$ cat config.mk
export PLATFORM = sky130hd
export DESIGN_NAME = ddr_cmd_sequencer
export DESIGN_NICKNAME = d
export VERILOG_FILES = /design/src/rtl/ddr_cmd_sequencer.sv
export SDC_FILE = /design/constraint.sdc
export NUM_CORES = 1
export LEC_CHECK = 0
export CORE_MARGIN = 5
export CORE_UTILIZATION = 25
export DETAILED_ROUTE_END_ITERATION = 7
export SKIP_LAST_GASP = 1
export SYNTH_ARGS = -nofsm -noshare
export SYNTH_HDL_FRONTEND = slang
export SYNTH_SLANG_ARGS = --single-unit
$ cat constraint.sdc
create_clock -name clock_t -period 2.07 [get_ports clock_t]
set_input_delay 0.414 -clock clock_t [delete_from_list [all_inputs] [get_ports clock_t]]
set_output_delay 0.414 -clock clock_t [all_outputs]
set_load 0.05 [all_outputs]
$ cat src/rtl/ddr_cmd_sequencer.sv
// ddr_cmd_sequencer
//   Takes read/write transactions from the controller handshake. Each one is
//   expanded into a closed-page ACT -> RD/WR -> PRE command sequence, with the
//   required spacing between commands. It also runs the refresh sequence
//   (PREA + REF) and the mode-register update sequence (MRS) on request.
//   All outputs are registered.
// Ports
//   clock_t, reset        : rising-edge clock, synchronous active-high reset
//   rw_proc               : controller allows read/write traffic
//   refresh_rdy           : pulse, perform refresh (remembered until it starts)
//   mrs_update_rdy/_cmd   : pulse plus MR0 word, perform MRS
//   req_valid/req_ready   : transaction handshake; req_write/bank/row/col payload
//   rw_idle               : nothing in progress and nothing pending
//   cmd_valid/cmd/cmd_bank/cmd_addr : one-cycle command strobe to the DDR driver
module ddr_cmd_sequencer #(
  parameter int unsigned T_RCD     = 4,
  parameter int unsigned T_BURST   = 4,
  parameter int unsigned T_RP      = 4,
  parameter int unsigned T_RFC     = 20,
  parameter int unsigned T_MOD     = 8,
  parameter int unsigned MRS_WIDTH = 18
) (
  input  logic                 clock_t,
  input  logic                 reset,
  input  logic                 rw_proc,
  input  logic                 refresh_rdy,
  input  logic                 mrs_update_rdy,
  input  logic [MRS_WIDTH-1:0] mrs_update_cmd,
  input  logic                 req_valid,
  output logic                 req_ready,
  input  logic                 req_write,
  input  logic [3:0]           req_bank,
  input  logic [15:0]          req_row,
  input  logic [9:0]           req_col,
  output logic                 rw_idle,
  output logic                 cmd_valid,
  output logic [2:0]           cmd,
  output logic [3:0]           cmd_bank,
  output logic [17:0]          cmd_addr
);

  typedef enum logic [3:0] {
    S_IDLE, S_ACT, S_TRCD, S_RW, S_BURST, S_PRE, S_TRP,
    S_PREA, S_PREA_WAIT, S_REF, S_RFC, S_MRS, S_MOD
  } state_e;

  typedef struct packed {
    logic        write;
    logic [3:0]  bank;
    logic [15:0] row;
    logic [9:0]  col;
  } req_t;

  localparam logic [2:0] C_NOP = 3'd0, C_ACT = 3'd1, C_RD = 3'd2, C_WR = 3'd3,
                         C_PRE = 3'd4, C_PREA = 3'd5, C_REF = 3'd6, C_MRS = 3'd7;

  state_e               state_q, state_d;
  logic [7:0]           cnt_q, cnt_d;
  req_t                 req_q, req_d;
  logic [MRS_WIDTH-1:0] mrs_word_q, mrs_word_d;
  logic                 ref_pend_q, ref_pend_d, mrs_pend_q, mrs_pend_d;
  logic                 cmd_valid_q, cmd_valid_d, rw_idle_q, rw_idle_d;
  logic                 req_ready_q, req_ready_d;
  logic [2:0]           cmd_q, cmd_d;
  logic [3:0]           cmd_bank_q, cmd_bank_d;
  logic [17:0]          cmd_addr_q, cmd_addr_d;
  logic                 accept, last;

  always_ff @(posedge clock_t) begin
    if (reset) begin
      state_q     <= S_IDLE;
      cnt_q       <= '0;
      req_q       <= '0;
      mrs_word_q  <= '0;
      ref_pend_q  <= 1'b0;
      mrs_pend_q  <= 1'b0;
      cmd_valid_q <= 1'b0;
      cmd_q       <= C_NOP;
      cmd_bank_q  <= '0;
      cmd_addr_q  <= '0;
      rw_idle_q   <= 1'b1;
      req_ready_q <= 1'b0;
    end else begin
      state_q     <= state_d;
      cnt_q       <= cnt_d;
      req_q       <= req_d;
      mrs_word_q  <= mrs_word_d;
      ref_pend_q  <= ref_pend_d;
      mrs_pend_q  <= mrs_pend_d;
      cmd_valid_q <= cmd_valid_d;
      cmd_q       <= cmd_d;
      cmd_bank_q  <= cmd_bank_d;
      cmd_addr_q  <= cmd_addr_d;
      rw_idle_q   <= rw_idle_d;
      req_ready_q <= req_ready_d;
    end
  end

  // Every command state lasts one cycle and loads the counter with the gap
  // to the next command; the wait states count it down to 1.
  always_comb begin
    accept     = req_valid & req_ready_q;
    last       = (cnt_q <= 8'd1);
    state_d    = state_q;
    cnt_d      = cnt_q;
    req_d      = req_q;
    if (accept) req_d = '{write: req_write, bank: req_bank, row: req_row, col: req_col};
    mrs_word_d = mrs_update_rdy ? mrs_update_cmd : mrs_word_q;
    ref_pend_d = ref_pend_q | refresh_rdy;
    mrs_pend_d = mrs_pend_q | mrs_update_rdy;

    case (state_q)
      // An offered handshake is honoured ahead of a pulse arriving in the
      // same cycle; that pulse stays pending and runs afterwards.
      S_IDLE: begin
        if (ref_pend_q)          state_d = S_PREA;
        else if (mrs_pend_q)     state_d = S_MRS;
        else if (accept)         state_d = S_ACT;
        else if (refresh_rdy)    state_d = S_PREA;
        else if (mrs_update_rdy) state_d = S_MRS;
      end
      S_ACT, S_TRCD:       state_d = last ? S_RW   : S_TRCD;
      S_RW, S_BURST:       state_d = last ? S_PRE  : S_BURST;
      S_PRE, S_TRP:        state_d = last ? S_IDLE : S_TRP;
      S_PREA, S_PREA_WAIT: state_d = last ? S_REF  : S_PREA_WAIT;
      S_REF, S_RFC:        state_d = last ? S_IDLE : S_RFC;
      S_MRS, S_MOD:        state_d = last ? S_IDLE : S_MOD;
      default:             state_d = S_IDLE;
    endcase

    if (state_q != S_IDLE && !last) cnt_d = cnt_q - 8'd1;
    case (state_d)
      S_ACT:         cnt_d = 8'(T_RCD);
      S_RW:          cnt_d = 8'(T_BURST);
      S_PRE, S_PREA: cnt_d = 8'(T_RP);
      S_REF:         cnt_d = 8'(T_RFC);
      S_MRS:         cnt_d = 8'(T_MOD);
      default:       ;
    endcase

    if (state_q == S_IDLE && state_d == S_PREA) ref_pend_d = 1'b0;
    if (state_q == S_IDLE && state_d == S_MRS)  mrs_pend_d = 1'b0;
  end

  // Outputs are decoded from the next state, so they line up with state_q.
  always_comb begin
    cmd_d      = C_NOP;
    cmd_bank_d = '0;
    cmd_addr_d = '0;
    case (state_d)
      S_ACT: begin
        cmd_d      = C_ACT;
        cmd_bank_d = req_d.bank;
        cmd_addr_d = {2'b00, req_d.row};
      end
      S_RW: begin
        cmd_d      = req_d.write ? C_WR : C_RD;
        cmd_bank_d = req_d.bank;
        cmd_addr_d = {8'h00, req_d.col};
      end
      S_PRE: begin
        cmd_d      = C_PRE;
        cmd_bank_d = req_d.bank;
      end
      S_PREA: begin
        cmd_d          = C_PREA;
        cmd_addr_d[10] = 1'b1;
      end
      S_REF: cmd_d = C_REF;
      S_MRS: begin
        cmd_d                       = C_MRS;
        cmd_addr_d[MRS_WIDTH-1:0]   = mrs_word_d;
      end
      default: ;
    endcase
    cmd_valid_d = (cmd_d != C_NOP);
    rw_idle_d   = (state_d == S_IDLE) & ~ref_pend_d & ~mrs_pend_d;
    req_ready_d = rw_idle_d & rw_proc & ~accept;
  end

  assign req_ready = req_ready_q;
  assign rw_idle   = rw_idle_q;
  assign cmd_valid = cmd_valid_q;
  assign cmd       = cmd_q;
  assign cmd_bank  = cmd_bank_q;
  assign cmd_addr  = cmd_addr_q;

endmodule
======== Word-level counts from Yosys, hierarchy flattened ========
Index checks and enable logic that the tools add are counted.
W data, S select, Z words.
storage, ports and cells
  register bits after elaboration ......... 91
  input port bits ......................... 55
  output and inout bits ................... 28
  logic and storage cells ................. 87
operators by class
  $add $sub $neg .......................... 1
  magnitude comparators ................... 1
  eq/ne operators ......................... 18
  mux-type cells .......................... 23
  bitwise logic cells ..................... 11
  reduce and logical (&&, ||, !) cells .... 18
operator list
  cell                   number
  $mux W31               1
  $pmux W10 S3           1
  $eq A4 B4 Y1 const B   7
  $mux W4                7
  $pmux W4 S7            1
  $eq A4 B3 Y1 const B   6
  $pmux W8 S3            1
  $mux W18               1
  $pmux W3 S6            1
  $pmux W7 S2            1
  $reduce_or A2 Y1       7
  $eq A4 B2 Y1 const B   3
  $eq A4 B1 Y1 const B   2
  $le A8 B1 Y1 const B   1
  $logic_not A4 Y1       2
  $mux W8                1
  $reduce_bool A4 Y1     2
  $sub A8 B1 Y8 const B  1
  $mux W1                6
  $and A1 B1 Y1          5
  $not A1 Y1             4
  $reduce_or A4 Y1       1
  $logic_and A1 B1 Y1    3
  $mux W3                1
  5 further kinds        6

======== Longest topological paths before layout ========
  depth in word-level cells ............... 14
  mapped depth ............................ 9
  gate-level depth less buffers ........... 8

======== Worst setup path before layout ========
Ideal clock, no wire load.
  path type ............................... register -> register
  start ................................... register req_ready_q (netlist: req_ready)
  end ..................................... register req_ready_q (netlist: req_ready)
  setup time .............................. 0.073 ns
  arrival ................................. 2.362 ns
  data required time ...................... 1.997 ns
  setup slack ............................. -0.365 ns
  cell stages (with the launch flop) ...... 8
  buffers on the path ..................... 1
  clock period less this slack ............ 2.435 ns
  cell sequence ........................... dfxtp_1 -> nand2_1 -> a31o_2 -> a222oi_1 -> buf_2 -> nand2_2 -> or3_4 -> nor3_2
between the ends
  cells in the longest elaborated chain, start to end .. 13
  elaborated cells on any way between the ends .. 19
  classes of those cells .................. eq/ne: 2; mux: 6; bitwise: 8; reduce/logical: 3
ends and longest elaborated chain
  element                      RTL line  text
  start, declared              63        logic req_ready_q, req_ready_d;
  start signal, assigned       95        req_ready_q <= req_ready_d;
  $and A1 B1 Y1 *              102       accept = req_valid & req_ready_q;
  $mux W4                      118       else if (accept) state_d = S_ACT;
  $mux W4                      117       else if (mrs_pend_q) state_d = S_MRS;
  $mux W4                      116       if (ref_pend_q) state_d = S_PREA;
  $pmux W4 S7                  112       case (state_q)
  $eq A4 B3 Y1                 141       if (state_q == S_IDLE && state_d == S_PREA) ref_pend_d = 1'b0;
  $logic_and A1 B1 Y1          141
  $mux W1                      141
  $not A1 Y1                   177       rw_idle_d = (state_d == S_IDLE) & ~ref_pend_d & ~mrs_pend_d;
  $and A1 B1 Y1 (2 in series)  177
  $and A1 B1 Y1                178       req_ready_d = rw_idle_d & rw_proc & ~accept;
  $and A1 B1 Y1 *              178
Every way passes the cells marked *; elsewhere a longest branch is shown, timed or not.
A chain may end at the register's enable or synchronous reset.

======== Final worst setup path ========
  start ................................... register state_q[2]
  end ..................................... register cnt_q[3]
between the ends
  cells in the longest elaborated chain, start to end .. 9
  elaborated cells on any way between the ends .. 36
  classes of those cells .................. eq/ne: 18; mux: 7; reduce/logical: 11
ends and longest elaborated chain
  element                                            RTL line  text
  start, declared                                    57        state_e state_q, state_d;
  start signal, assigned                             84        state_q <= state_d;
  $mux W4                                            120       else if (mrs_update_rdy) state_d = S_MRS;
  $mux W4                                            119       else if (refresh_rdy) state_d = S_PREA;
  $mux W4                                            118
  $mux W4                                            117
  $mux W4                                            116
  $pmux W4 S7                                        112
  $eq A4 B3 Y1 (tied with other cells)               132       case (state_d)
  $reduce_or A4 Y1 (no line)                         -
  $pmux W8 S3 or $reduce_bool A4 Y1 (tied branches)  -
  end signal, assigned                               85        cnt_q <= cnt_d;
  end, declared                                      58        logic [7:0] cnt_q, cnt_d;
Several ways; a longest one is shown, not always the timed one.

==> results.toml <==
[outcome]
status = "complete, but fails checks"
violations = "setup timing"

[clock_tree]
clock_latency_ns = 0.34
cts_tree = "built"
numCtsBuffers = 9
numClockSinks = 91
h-tree-depth = 3
cts_root_buf = "clkbuf_16"
clk_pin_slew_ns = 0.07
cts_buffer_depth = 2
cts_hold_buffers = 0

[floorplanning]
chipWidth_microns = 131
die_area_sq_um = 17200
placementRows = 44
die_h_microns = 131
initial_core_util_pct = 25.3
ios = 83
core_area_sq_um = 14500

[sta]
final_hold_viol_count = 0
rsz0062_at_grt = "true"
tightest_slew_ns = 0.544
relSlewSlack_pct = 63.6
setup_tns_ns = -0.344
setup_viol = 14
fin_skew_ns = 0.00898
post-route-period-util_pct = 102
fmax_mhz = 473
post-route-min-period_ns = 2.11
final_max_slew_viol_count = 0
setup_slack_ns = -0.0424

[cells_and_area]
regArea_sq_um = 1840
final_cells = 718
drive_gt1_share_pct = 28.1
nFillCells = 1411
fin_nets = 586
final_cell_mix = "dfxtp_1 (85), clkdlybuf4s50_1 (78), nor2_1 (73), buf_4 (73), mux2i_1 (44)"
antenna_cells = 0
utilization_pct = 39.9
area_growth_pct = 57.8
multi_input_area_sq_um = 1880
mostFrequentLayoutCell = "dfxtp_1"
fin_area_sq_um = 5780

[job]
maxCapViolCount = 0

[critical_path]
critPathKind = "reg2reg"
reg2reg_depth = 9
cp_data_arrival_time_ns = 2.35
cp.required_ns = 2.31
critPathMaxFanout = 7
end_kind = "register"
critPathLaunchType = "register"

[synthesis]
netlist_instances = 378
synth-edff-count = 0
synth_cell_types = 61
syn_area_sq_um = 3660
synthFlopType = "dfxtp_1"
syn-num-nets = 435
yosys-top-cells-area = "dfxtp_1 (50%), mux2i_1 (12%), nor2_1 (7.6%)"
ys_warn_count = 0
ys_seq_area_share_pct = 49.7
synth_top_area_share_pct = 49.7
synth_top_cell_by_area = "dfxtp_1"
async_reset_ff_share_pct = 0
ys_ff_latch = 91
syn_avg_cell_area_sq_um = 9.69

[routing]
first_pass_iters = 6
wl_per_cell_microns = 14.5
routed_wl_mm = 10.4
drt.antenna.violating_nets = 0
drtIter0Drc = 132
viasPerCell = 4.49
vias = 3226
drc_errors = 0

[placed_design]
placedCellCount = 682
place_congestion = 0.832
dp_hpwl_mm = 7.37
pre_cts_ws_ns = -0.428
place_area_sq_um = 5150
portBuffers = 82

[grt]
grt_pass1_vias = 3236
track_usage_pct = 12.1
grt_max_degree = 43
antenna_found_initial = 0
grt_pass1_wl_mm = 16.2
overflow = 0

[power]
p_per_area_nw_per_um2 = 1300
peakVddDrop_mv = 0.547
power_leakage_nw = 2.20

[min_path]
hold_path_class = "reg2reg"
worstHoldPathCells = 2
==> metrics by stage <==
step	power (W)	hold slack, ns
2_1_floorplan	0.00378	0.440
3_3_place_gp	0.00507	0.449
3_5_place_dp	0.00511	0.460
4_1_cts	0.00726	0.470
5_1_grt	0.00795	0.489
6_report	0.00750	0.466
==> registers in the layout, indices dropped and copies added, names as in the netlist <==
name        cells
req_q          31
cmd_addr       18
mrs_word_q     18
cnt_q           8
cmd_bank        4
state_q         4
cmd             3
cmd_valid       1
mrs_pend_q      1
ref_pend_q      1
req_ready       1
rw_idle         1
==> kinds of logic after synthesis <==
family | after synthesis | synth area share, %
mux | 44 | 12.0
flops | 91 | 49.7
xor+xnor | 7 | 1.67
buf+inv | 31 | 3.96
compound gates | 64 | 13.6
simple gates | 139 | 18.3
fa+ha+maj | 2 | 0.683
==> path summary, 6_finish.rpt <==
| path | start | end | slack, ns |
|---|---|---|---|
| hold / removal | req_q[23] | req_q[23] | 0.47 |
| setup reg to reg | state_q[2] | cnt_q[3] | -0.04 |
| setup / recovery | state_q[2] | cnt_q[3] | -0.04 |
| hold reg to reg | req_q[23] | req_q[23] | 0.47 |
==> timing repair <==
action | CTS | global route
setup buffers | 15 | 6
endpoints found under the setup margin | 31 | 29
pin swaps | 17 | 18
resized for setup | 36 | 12
==> layer usage <==
metal,part of all wire [%],GRT usage [%],up-vias
met3,4.6,2.71,16
li1,-,-,1619
met5,0,0,-
met2,50,20.6,57
met1,43,14.7,1534
met4,2.3,5.02,0
==> worst max-delay path, cell delays in order (launching register included) <==
cell       delay [ns]
dfxtp_4          0.36
buf_6            0.11
or4_4            0.48
a31o_4           0.24
o31ai_2          0.05
buf_4            0.20
buf_12           0.12
o21a_1           0.12
o21ai_2          0.06
a2111oi_2        0.26
==> cell usage after synthesis (4+ instances only) <==
| library cell | instances |
|---|---|
| o21a_1 | 11 |
| clkbuf_1 | 15 |
| dfxtp_1 | 91 |
| a22o_1 | 6 |
| inv_1 | 5 |
| a31oi_1 | 4 |
| nor3_1 | 9 |
| nor2_1 | 74 |
| o22ai_1 | 11 |
| xor2_1 | 5 |
| a21oi_1 | 9 |
| mux2i_1 | 44 |
| nand2_1 | 20 |
| buf_2 | 5 |
==> power by group <==
group | internal, W | switching, W | total [W] | leakage (nW)
sequential | 0.00193 | 0.000140 | 0.00207 | 0.744
combinational | 0.00204 | 0.00183 | 0.00386 | 1.33
clock | 0.000831 | 0.000735 | 0.00157 | 0.127
total | 0.00480 | 0.00270 | 0.00750 | 2.20
==> layout make-up <==
cell class / count / area share, %
clock buffers: 9 / 3.90
clock inverters: 7 / 1.02
inverters: 5 / 0.368
multi-input cells: 256 / 32.5
flip-flops and latches: 91 / 31.8
well taps: 184 / 3.98
repair buffers: 166 / 26.4
Power figures use the tool's default switching activity.
